===== src/rtl/ui_arb_pkg.sv =====
// ui_arb_pkg: shared state encoding and grant constants for ui_stream_arbiter.
package ui_arb_pkg;
    localparam int REQ_N = 2;
    localparam logic [1:0] GRANT_NONE = 2'b00;
    localparam logic [1:0] GRANT_0 = 2'b01;
    localparam logic [1:0] GRANT_1 = 2'b10;
    // States double as the one-hot grant so grant_o is the state register itself
    typedef enum logic [1:0] {
        IDLE = GRANT_NONE,
        GNT0 = GRANT_0,
        GNT1 = GRANT_1
    } state_t;
endpackage


===== src/rtl/ui_arb_watchdog.sv =====
// ui_arb_watchdog: counts stalled cycles inside a granted packet and pulses abort.
// Built only when UI_ARB_WATCHDOG_EN is defined.
module ui_arb_watchdog #(
    parameter int TIMEOUT = 200
) (
    input  logic clk,
    input  logic rst_n,
    input  logic active,
    input  logic valid,
    input  logic accept,
    output logic abort
);
    logic [15:0] cnt;

    // Fires on the TIMEOUT-th consecutive stalled cycle so the grant drops at the next edge
    assign abort = active && !valid && cnt == 16'(TIMEOUT - 1);

    always_ff @(posedge clk or negedge rst_n) begin
        if (!rst_n) cnt <= '0;
        else if (!active || accept || abort) cnt <= '0;
        else if (!valid) cnt <= cnt + 16'd1;
    end
endmodule


===== src/rtl/ui_stream_arbiter.sv =====
// ui_stream_arbiter: round-robin per-packet arbiter of two byte streams onto ui_in.
// Optional stall watchdog enabled by defining UI_ARB_WATCHDOG_EN.
module ui_stream_arbiter
    import ui_arb_pkg::*;
#(
    parameter int DATA_W = 8,
    parameter int TIMEOUT = 200
) (
    input  logic                      clk,
    input  logic                      rst_n,
    input  logic                      ena,
    input  logic [REQ_N-1:0]          req_valid_i,
    input  logic [REQ_N*DATA_W-1:0]   req_data_i,
    input  logic [REQ_N-1:0]          req_last_i,
    output logic [REQ_N-1:0]          req_ready_o,
    output logic [DATA_W-1:0]         data_o,
    output logic                      valid_o,
    output logic                      last_o,
    input  logic                      ready_i,
    output logic [REQ_N-1:0]          grant_o,
    output logic                      abort_o
);
    state_t state, state_nx;
    logic rr, cur, pick, accept, acc_last, abort;

    if (TIMEOUT < 1 || TIMEOUT > 65535) begin : g_bad_timeout
        $error("ui_stream_arbiter: TIMEOUT out of range");
    end

    assign cur = state == GNT1;
    assign grant_o = state;
    assign abort_o = abort;
    assign pick = &req_valid_i ? rr : req_valid_i[1];
    assign req_ready_o = state == IDLE ? 2'b00 : {cur, !cur} & {2{!valid_o || ready_i}};
    assign accept = |(req_ready_o & req_valid_i);
    assign acc_last = accept && req_last_i[cur];

    always_comb begin
        state_nx = state;
        if (state == IDLE) state_nx = ena && |req_valid_i ? (pick ? GNT1 : GNT0) : IDLE;
        else if (acc_last || abort) state_nx = IDLE;
    end

    always_ff @(posedge clk or negedge rst_n) begin
        if (!rst_n) begin
            state <= IDLE;
            rr <= 1'b0;
            data_o <= '0;
            valid_o <= 1'b0;
            last_o <= 1'b0;
        end else begin
            state <= state_nx;
            if (acc_last || abort) rr <= !cur;
            if (accept) begin
                data_o <= cur ? req_data_i[2*DATA_W-1:DATA_W] : req_data_i[DATA_W-1:0];
                last_o <= req_last_i[cur];
                valid_o <= 1'b1;
            end else if (ready_i) begin
                valid_o <= 1'b0;
            end
        end
    end

`ifdef UI_ARB_WATCHDOG_EN
    ui_arb_watchdog #(.TIMEOUT(TIMEOUT)) u_watchdog (
        .clk(clk),
        .rst_n(rst_n),
        .active(state != IDLE),
        .valid(req_valid_i[cur]),
        .accept(accept),
        .abort(abort)
    );
`else
    assign abort = 1'b0;
`endif
endmodule

===== config.mk =====
export PLATFORM = sky130hd
export DESIGN_NAME = ui_stream_arbiter
export DESIGN_NICKNAME = d
export VERILOG_FILES = /design/src/rtl/ui_arb_pkg.sv /design/src/rtl/ui_arb_watchdog.sv /design/src/rtl/ui_stream_arbiter.sv
export SDC_FILE = /design/constraint.sdc
export NUM_CORES = 1
export LEC_CHECK = 0
export CORE_MARGIN = 1
export CORE_UTILIZATION = 30
export DETAILED_ROUTE_END_ITERATION = 10
export PLACE_DENSITY = 0.69
export SLEW_MARGIN = 20
export SYNTH_ARGS = -nofsm -noshare
export SYNTH_HDL_FRONTEND = slang
export SYNTH_SLANG_ARGS = --single-unit

===== constraint.sdc =====
create_clock -name clk -period 2.43 [get_ports clk]
set_clock_uncertainty 0.2 [all_clocks]
set_input_delay 0.6075 -clock clk [delete_from_list [all_inputs] [get_ports clk]]
set_output_delay 0.6075 -clock clk [all_outputs]
set_load 0.005 [all_outputs]

==> reports/summary.md, run 1 <==
The startpoint identified for the worst register-to-register timing path is grant_o[1]. The maximum clock path buffer count was 2; the setup violation total in the final timing report was 0. The flow ran to the end, and the final reports show no timing, DRC or antenna violations. The count of endpoints failing hold in the final timing report was 0; the pin slew with the least headroom to its limit was 0.587 ns. The adder-cell share of the synthesized area was 0%. Max-cap violations in this run came to 0.

Port buffering added 37 buffers. The tools report the initial standard-cell utilization of the core as 33.1%. After legalization and detailed placement, the total HPWL measured 1.24 mm. The number of nets handed over by synthesis was 80. After synthesis, the share of cell area in mux cells is 34.7%. Synthesis inferred 13 register bits. The cell with the largest stage delay on the worst path was clkdlybuf4s50_1. The final weighted congestion of routability-driven global placement was 0.688; the first-pass GRT wire length was 2.95 mm. For this design the ratio of total power to cell area is 1170 nW/um^2. For this run, the slowest stage of the critical path takes 0.41 ns. In this run the biggest area consumer among cell types represents 42.4% of the synthesized area. Cells with a size suffix above 1 make up 32.7% of the layout. The worst hold path begins at data_o[4]. Ranked by total cell area, the synthesized netlist is headed by dfrtp_1 (42%), mux2_4 (33%), a31oi_1 (2.4%), and2_2 (2.0%), clkbuf_8 (1.8%). Broken down by cell family, the worst path's largest delay share belongs to buffers and inverters. The clock-pin slew of the registers on the worst-case setup and hold paths was 0.07 ns. Post-CTS timing repair inserted 0 buffers for setup. The run gives 42.4% as the register area share after synthesis.

CTS saw 13 sinks. For the count of unique library cells instantiated by Yosys, the log shows 21. The count of buffering cells on the critical path with inverters included is 2, and the number of global-route vias before repair is 655.

OpenSTA, run right after detailed placement, puts the worst setup slack at -0.197 ns. For the overall routing resource usage, the log shows 15.0%. In this run, post-CTS hold repair placed 0 buffers. Across all setup checks in the final design, the least slack found is 0.0275 ns.

The final standard cell utilization of the core is 51.8%. Headroom to the max-slew limit came out at 60.7%. Setup repair after global routing left no endpoint under its margin. The worst hold path stage count was 1; the count of vias placed by the detailed router was 597. The synthesized netlist devotes 7.34% of its cell area to compound gates. The area of the mapped netlist is 767 sq um. The library cell used as clock root buffer is clkbuf_4. The first routing iteration left 6 violations. The tools report the CTS H-tree depth as 1. Dividing the synthesized area by the synthesized cell count gives 13.7 sq um.

The run gives 3 as the number of CTS-inserted buffers. From left edge to right edge, the die measures 52.6 microns. For the number of antenna violations at the first check in global routing, the log shows 0. Of the total synthesized cell area, the portion taken by XOR and XNOR cells is 0%. In the routed layout, each cell is associated on average with a via count of 4.74. STA classifies the critical path startpoint as an input port.

The analysis attributes to cell leakage a power of 0.554 nW. The critical path goes through clkdlybuf4s50_1 > nand2b_4 > and2_2 > dlygate4sd2_1. The reg2reg setup slack came out at 0.69 ns.

The die covers 2760 sq um. The routed wire length is 1.67 mm. Synthesis produced 56 cells. By area, the combinational part of the netlist is dominated by multiplexers. Path type of the worst min-delay path: reg -> reg. The simple logic cell fraction of the synthesized area was 9.30%. Row generation in the floorplan step produced 17 rows. Cell taking the most area after synthesis: dfrtp_1. The number of DRC violations after detailed routing was 0.

Measured along the y axis, the die boundary spans 52.6 microns. At the later pin of the worst-skew pair, clock insertion delay measures 0.27 ns. The tools report the critical path required time as 1.62 ns. The critical path is of the in -> out type. Compared with the post-synthesis result, the final layout area differs by 56.6%. The pre-antenna-repair detailed-routing pass consisted of 4 iterations.

The tools report the final hold slack as 0.315 ns. The number of cells on the worst reg-to-reg path is 4. The critical path capture point type was an output port. The repair_antennas step left the layout with diodes totalling 0. The final period utilization was 98.9%. The final-report max-slew violation count came out at 0. After detailed routing, the average wire length per cell comes to 13.2 microns.

During synthesis, Yosys emitted a total of 0 warnings. Along the worst path, the maximum fanout reaches 3. In this run the critical register-to-register path is captured at data_o[4]. The logs give 0 ns for the aggregate negative setup slack and 0 for the post-route antenna net violation count.

Global routing finished with a remaining overflow of 0. The path with the worst hold slack has its endpoint at data_o[4]. The completed layout was analyzed and its total power is 1.40 mW. The I/O pin total came out at 39. The number of filler instances in the final layout was 210.

The worst endpoint data arrival time was 1.59 ns. The total area inside the core boundary comes to 2320 sq um. Based on the critical path, the design can be clocked at up to 416 MHz. The worst-case IR drop observed on VDD is 0.635 mV.

The routed design could run at a clock period as short as 2.40 ns. The post-layout net count was 123; the maximum number of pins on one net before global-route repair was 14. TritonCTS built the clock tree.
-- power by group --
| group | total [mW] | switching [mW] | internal [mW] |
|---|---|---|---|
| registers | 0.417 | 0.0883 | 0.328 |
| clock network | 0.131 | 0.0669 | 0.0636 |
| logic | 0.854 | 0.267 | 0.587 |
| total | 1.40 | 0.422 | 0.979 |
-- cells by family after synthesis --
logic type | Yosys count
flops | 13
mux | 18
simple gates | 11
buf+inv | 6
compound gates | 7
other cells | 1
-- registers in the layout, summed over array words and instances, names as in the netlist --
name     cells
last_o       1
valid_o      1
grant_o      2
rr           1
data_o       8
-- how the worst max path moves through the flow --
stage,startpoint,end,slack (ns),cells after the start
finish,ready_i,req_ready_o[0],0.03,4
global placement,ready_i,req_ready_o[0],-0.18,4
detailed placement,ready_i,req_ready_o[0],-0.20,4
floorplan,ready_i,req_ready_o[0],0.64,2
CTS,ready_i,req_ready_o[0],0.04,4
global route,ready_i,req_ready_o[0],0.006,4
-- cell usage in the layout (no fill, tap or decap), drive strengths merged, types with 2 or more instances in the layout --
cell type,instances
mux2,18
dlygate4sd2,2
dfrtp,13
clkdlybuf4s50,35
nand2,2
clkbuf,4
a31oi,3
inv,3
and2,2
nand2b,2
buf,4
-- stage by stage --
stage               area (sq um)  cells
floorplan                    767     56
global route                1200    126
CTS                         1200    126
detailed placement          1170    122
global placement            1170    122
finish                      1200    126
-- synthesized netlist by cell type, drive strengths merged --
master,number
inv,3
buf,2
mux2,18
a41o,1
dfrtp,13
nand3,1
nand3b,1
nand2,2
o211ai,1
a21boi,1
nor2b,1
clkbuf,1
a21o,1
and2b,1
nand4,1
and2,2
conb,1
a31oi,3
nand2b,2
-- final cells by class --
type / count / area [sq um] / area share (%)
Timing Repair Buffer: 41 / 398 / 33.1
Multi-Input combinational cell: 37 / 405 / 33.8
Clock buffer: 4 / 26.3 / 2.19
Inverter: 3 / 11.3 / 0.938
Sequential cell: 13 / 325 / 27.1
Tap cell: 28 / 35.0 / 2.92
-- routing by layer --
layer	track usage, %	up-vias	share of wire (%)
li1	-	283	-
met1	16.3	287	42
met5	0	-	0
met4	7.89	0	1.6
met2	26.2	25	50
met3	3.77	2	6.3
-- timing repair --
action / 4_1_cts / 5_1_grt
endpoints found under the setup margin: 2 / 0
hold endpoints to repair: 0 / 0
gates resized for setup: 3 / 0
Note: power is estimated with default switching activity, not from simulation.
==> run 2, diff against run 1 <==
Clock period 2.43 ns to 2.8 ns, I/O delays scaled along.
==> run 2 against run 1 <==
Effect of this change: die area unchanged; non-clock buffer count unchanged; cell area increased by 0.63%; sequential power decreased by 13%; register-to-register slack improved by 0.37 ns; global-route usage decreased by 0.11 points; combinational power decreased by 13%; via count decreased by 2.5%; worst setup slack improved by 0.30 ns; first-iteration DRC count increased by 17%; sequential share of layout area decreased by 0.17 points; sequential cell count unchanged; critical endpoint unchanged.
==> reports/summary.md, run 2 (synthesized netlist as in run 1, its figures left out) <==
The run finished with clean final reports. Setup repair after global routing left no endpoint under its margin. Cells with a size suffix above 1 make up 32.7% of the layout.

The final critical-path required period was 2.48 ns; the horizontal die dimension was 52.6 microns. The filler cells instantiated in the layout total 213. Pin placement for this block handled 39 I/O pins. The total net switching power was 0.365 mW. The setup path with the least slack is of type in -> out. The logs give 2 for the maximum clock path buffer count and 1.22 mm for the detailed-placement wirelength estimate.

Clock-pin slew of the registers on the worst-case setup and hold paths: 0.08 ns. The worst setup path is captured at an output port. Per report_power, the clock group accounts for 9.3% of the total. Number of antenna violations at the first check in global routing: 0. The relative max-transition margin is 61.5%.

The routed design has 1.66 mm of wire. Post-CTS timing repair inserted 0 buffers for setup. The tree is rooted in a clkbuf_4. Measured along the y axis, the die boundary spans 52.6 microns. TritonCTS built the clock tree. Based on the critical path, the design can be clocked at up to 404 MHz. The leading cell type in the layout, fill and taps excluded was clkdlybuf4s50_1. The largest stage delay on the critical path was 0.41 ns. Number of global-route vias before repair: 609. The final-report max-slew violation count came out at 0. More flip-flops sit in one register than any other, and that register is data_o.

The pre-CTS setup slack was 0.00347 ns; the final hold slack was 0.309 ns. The final period utilization is 88.5%, and the post-route antenna net violation count is 0. The maximum number of pins on one net before global-route repair is 14. The number of antenna diodes in the final layout is 0. During placement, the flow inserted port buffers numbering 37.

After the first detailed-routing iteration, the DRC count stood at 7. The worst endpoint data arrival time is 1.58 ns. The critical path required time was 1.90 ns; the area growth from synthesis to final layout was 57.6%. The final weighted congestion of routability-driven global placement was 0.688; the maximum net fanout on the critical path was 3.

Walking the worst path, the cells encountered are clkdlybuf4s50_1 > nand2b_4 > and2_2 > dlymetal6s2s_1. For the part of the total power dissipated in combinational logic, the log shows 61.1%. The post-layout net count came out at 123. Summed over all layers, the global routing overflow is 0. The run gives 0 as the setup violation total in the final timing report. For the area used by sequential logic in the layout, the log shows 325 sq um. For the count of vias placed by the detailed router, the log shows 582. IR analysis of the VDD net gives a maximum drop of 0.558 mV. The first global-routing pass estimated 2.85 mm of wire. At the pin with the least slew margin, the transition time is 0.576 ns. For this design the static power due to leakage is 0.575 nW. Net switching is 29.9% of the power.

The flip-flop count of the largest register after layout was 8; the least setup slack across all paths after layout was 0.323 ns. The worst setup path is launched from an input port. The total power of the final layout is 1.22 mW, and the placeable core region is 2320 sq um. Clock tree synthesis inserted a total of 3 buffers. For the count of standard-cell rows, the log shows 17.

The cell area power density works out to 1010 nW/um^2. Final standard cell utilization of the core: 52.1%. Clock tree synthesis found a total of 13 sinks. For the internal power, the log shows 0.855 mW.

Number of iterations in the first detailed-routing pass: 4. The CTS H-tree depth is 1, and the aggregate negative setup slack is 0 ns. Global routing used 14.8% of the available tracks.

Dividing the detail-routed via count by the number of cells gives 4.62. The part of the power in registers came out at 29.6%. Summing all multi-input logic gate instances after layout gives 405 sq um. The detailed-route wire length per cell is 13.1 microns, and the number of DRC violations after detailed routing is 0. For the count of endpoints failing hold in the final timing report, the log shows 0.

The initial standard-cell utilization of the core was 33.1%. The top cell types in the final layout, fill and taps aside, are clkdlybuf4s50_1 (35), mux2_4 (17), dfrtp_1 (13), buf_4 (4). The area of the die was 2760 sq um; the number of maximum-capacitance violations was 0.

The cell with the largest stage delay on the worst path is clkdlybuf4s50_1. The tightest min-delay check is of the reg -> reg type. The insertion delay to the later sink of the worst-skew pair was 0.27 ns.
==> run 2: worst max-delay path, delay by kind of cell <==
kind                   cells  cell delay [ns]
buffers and inverters      2             0.55
and+or+nand+nor            2             0.33
==> run 2: what timing repair did <==
item                       4_1_cts  5_1_grt
resized for setup                1        2
pin swaps                        0        0
setup endpoints to repair        2        2
hold buffers                     0        0
==> run 2: area by class of cell <==
type,instances,area share [%]
Clock buffer,4,2.17
Inverter,3,0.932
Multi-Input combinational cell,37,33.5
Tap cell,28,2.90
Sequential cell,13,26.9
Timing Repair Buffer,41,33.5
==> run 2: metrics by stage <==
stage,std cells,cell area [sq um]
after global placement,122,1170
final,126,1210
after floorplan,56,767
after CTS,126,1200
after global routing,126,1210
after detailed placement,122,1170
==> run 2: worst paths after layout <==
check                            from             end  slack, ns  cells past startpoint
setup / recovery              ready_i  req_ready_o[0]       0.32                      4
max in group asynchronous       rst_n       data_o[1]       1.43                      1
hold reg to reg             data_o[3]       data_o[3]       0.31                      1
hold / removal              data_o[3]       data_o[3]       0.31                      1
min in group asynchronous       rst_n              rr       0.59                      1
setup reg to reg           grant_o[0]       data_o[0]       1.06                      4
==> run 2: metal layers <==
metal  vias up  global-route usage, %  wire length [microns]
met1       271                   17.8                    737
met3         2                   4.93                    106
li1        284                      -                      -
met2        25                   23.8                    783
met5         -                      0                      0
met4         0                   6.58                     27
==> run 2: power groups by stage <==
stage	Clock (mW)	Combinational, mW	Sequential (mW)
detailed placement	0	0.754	0.360
global placement	0	0.744	0.355
global route	0.132	0.807	0.373
finish	0.114	0.746	0.361
floorplan	0	0.450	0.357
CTS	0.121	0.762	0.362
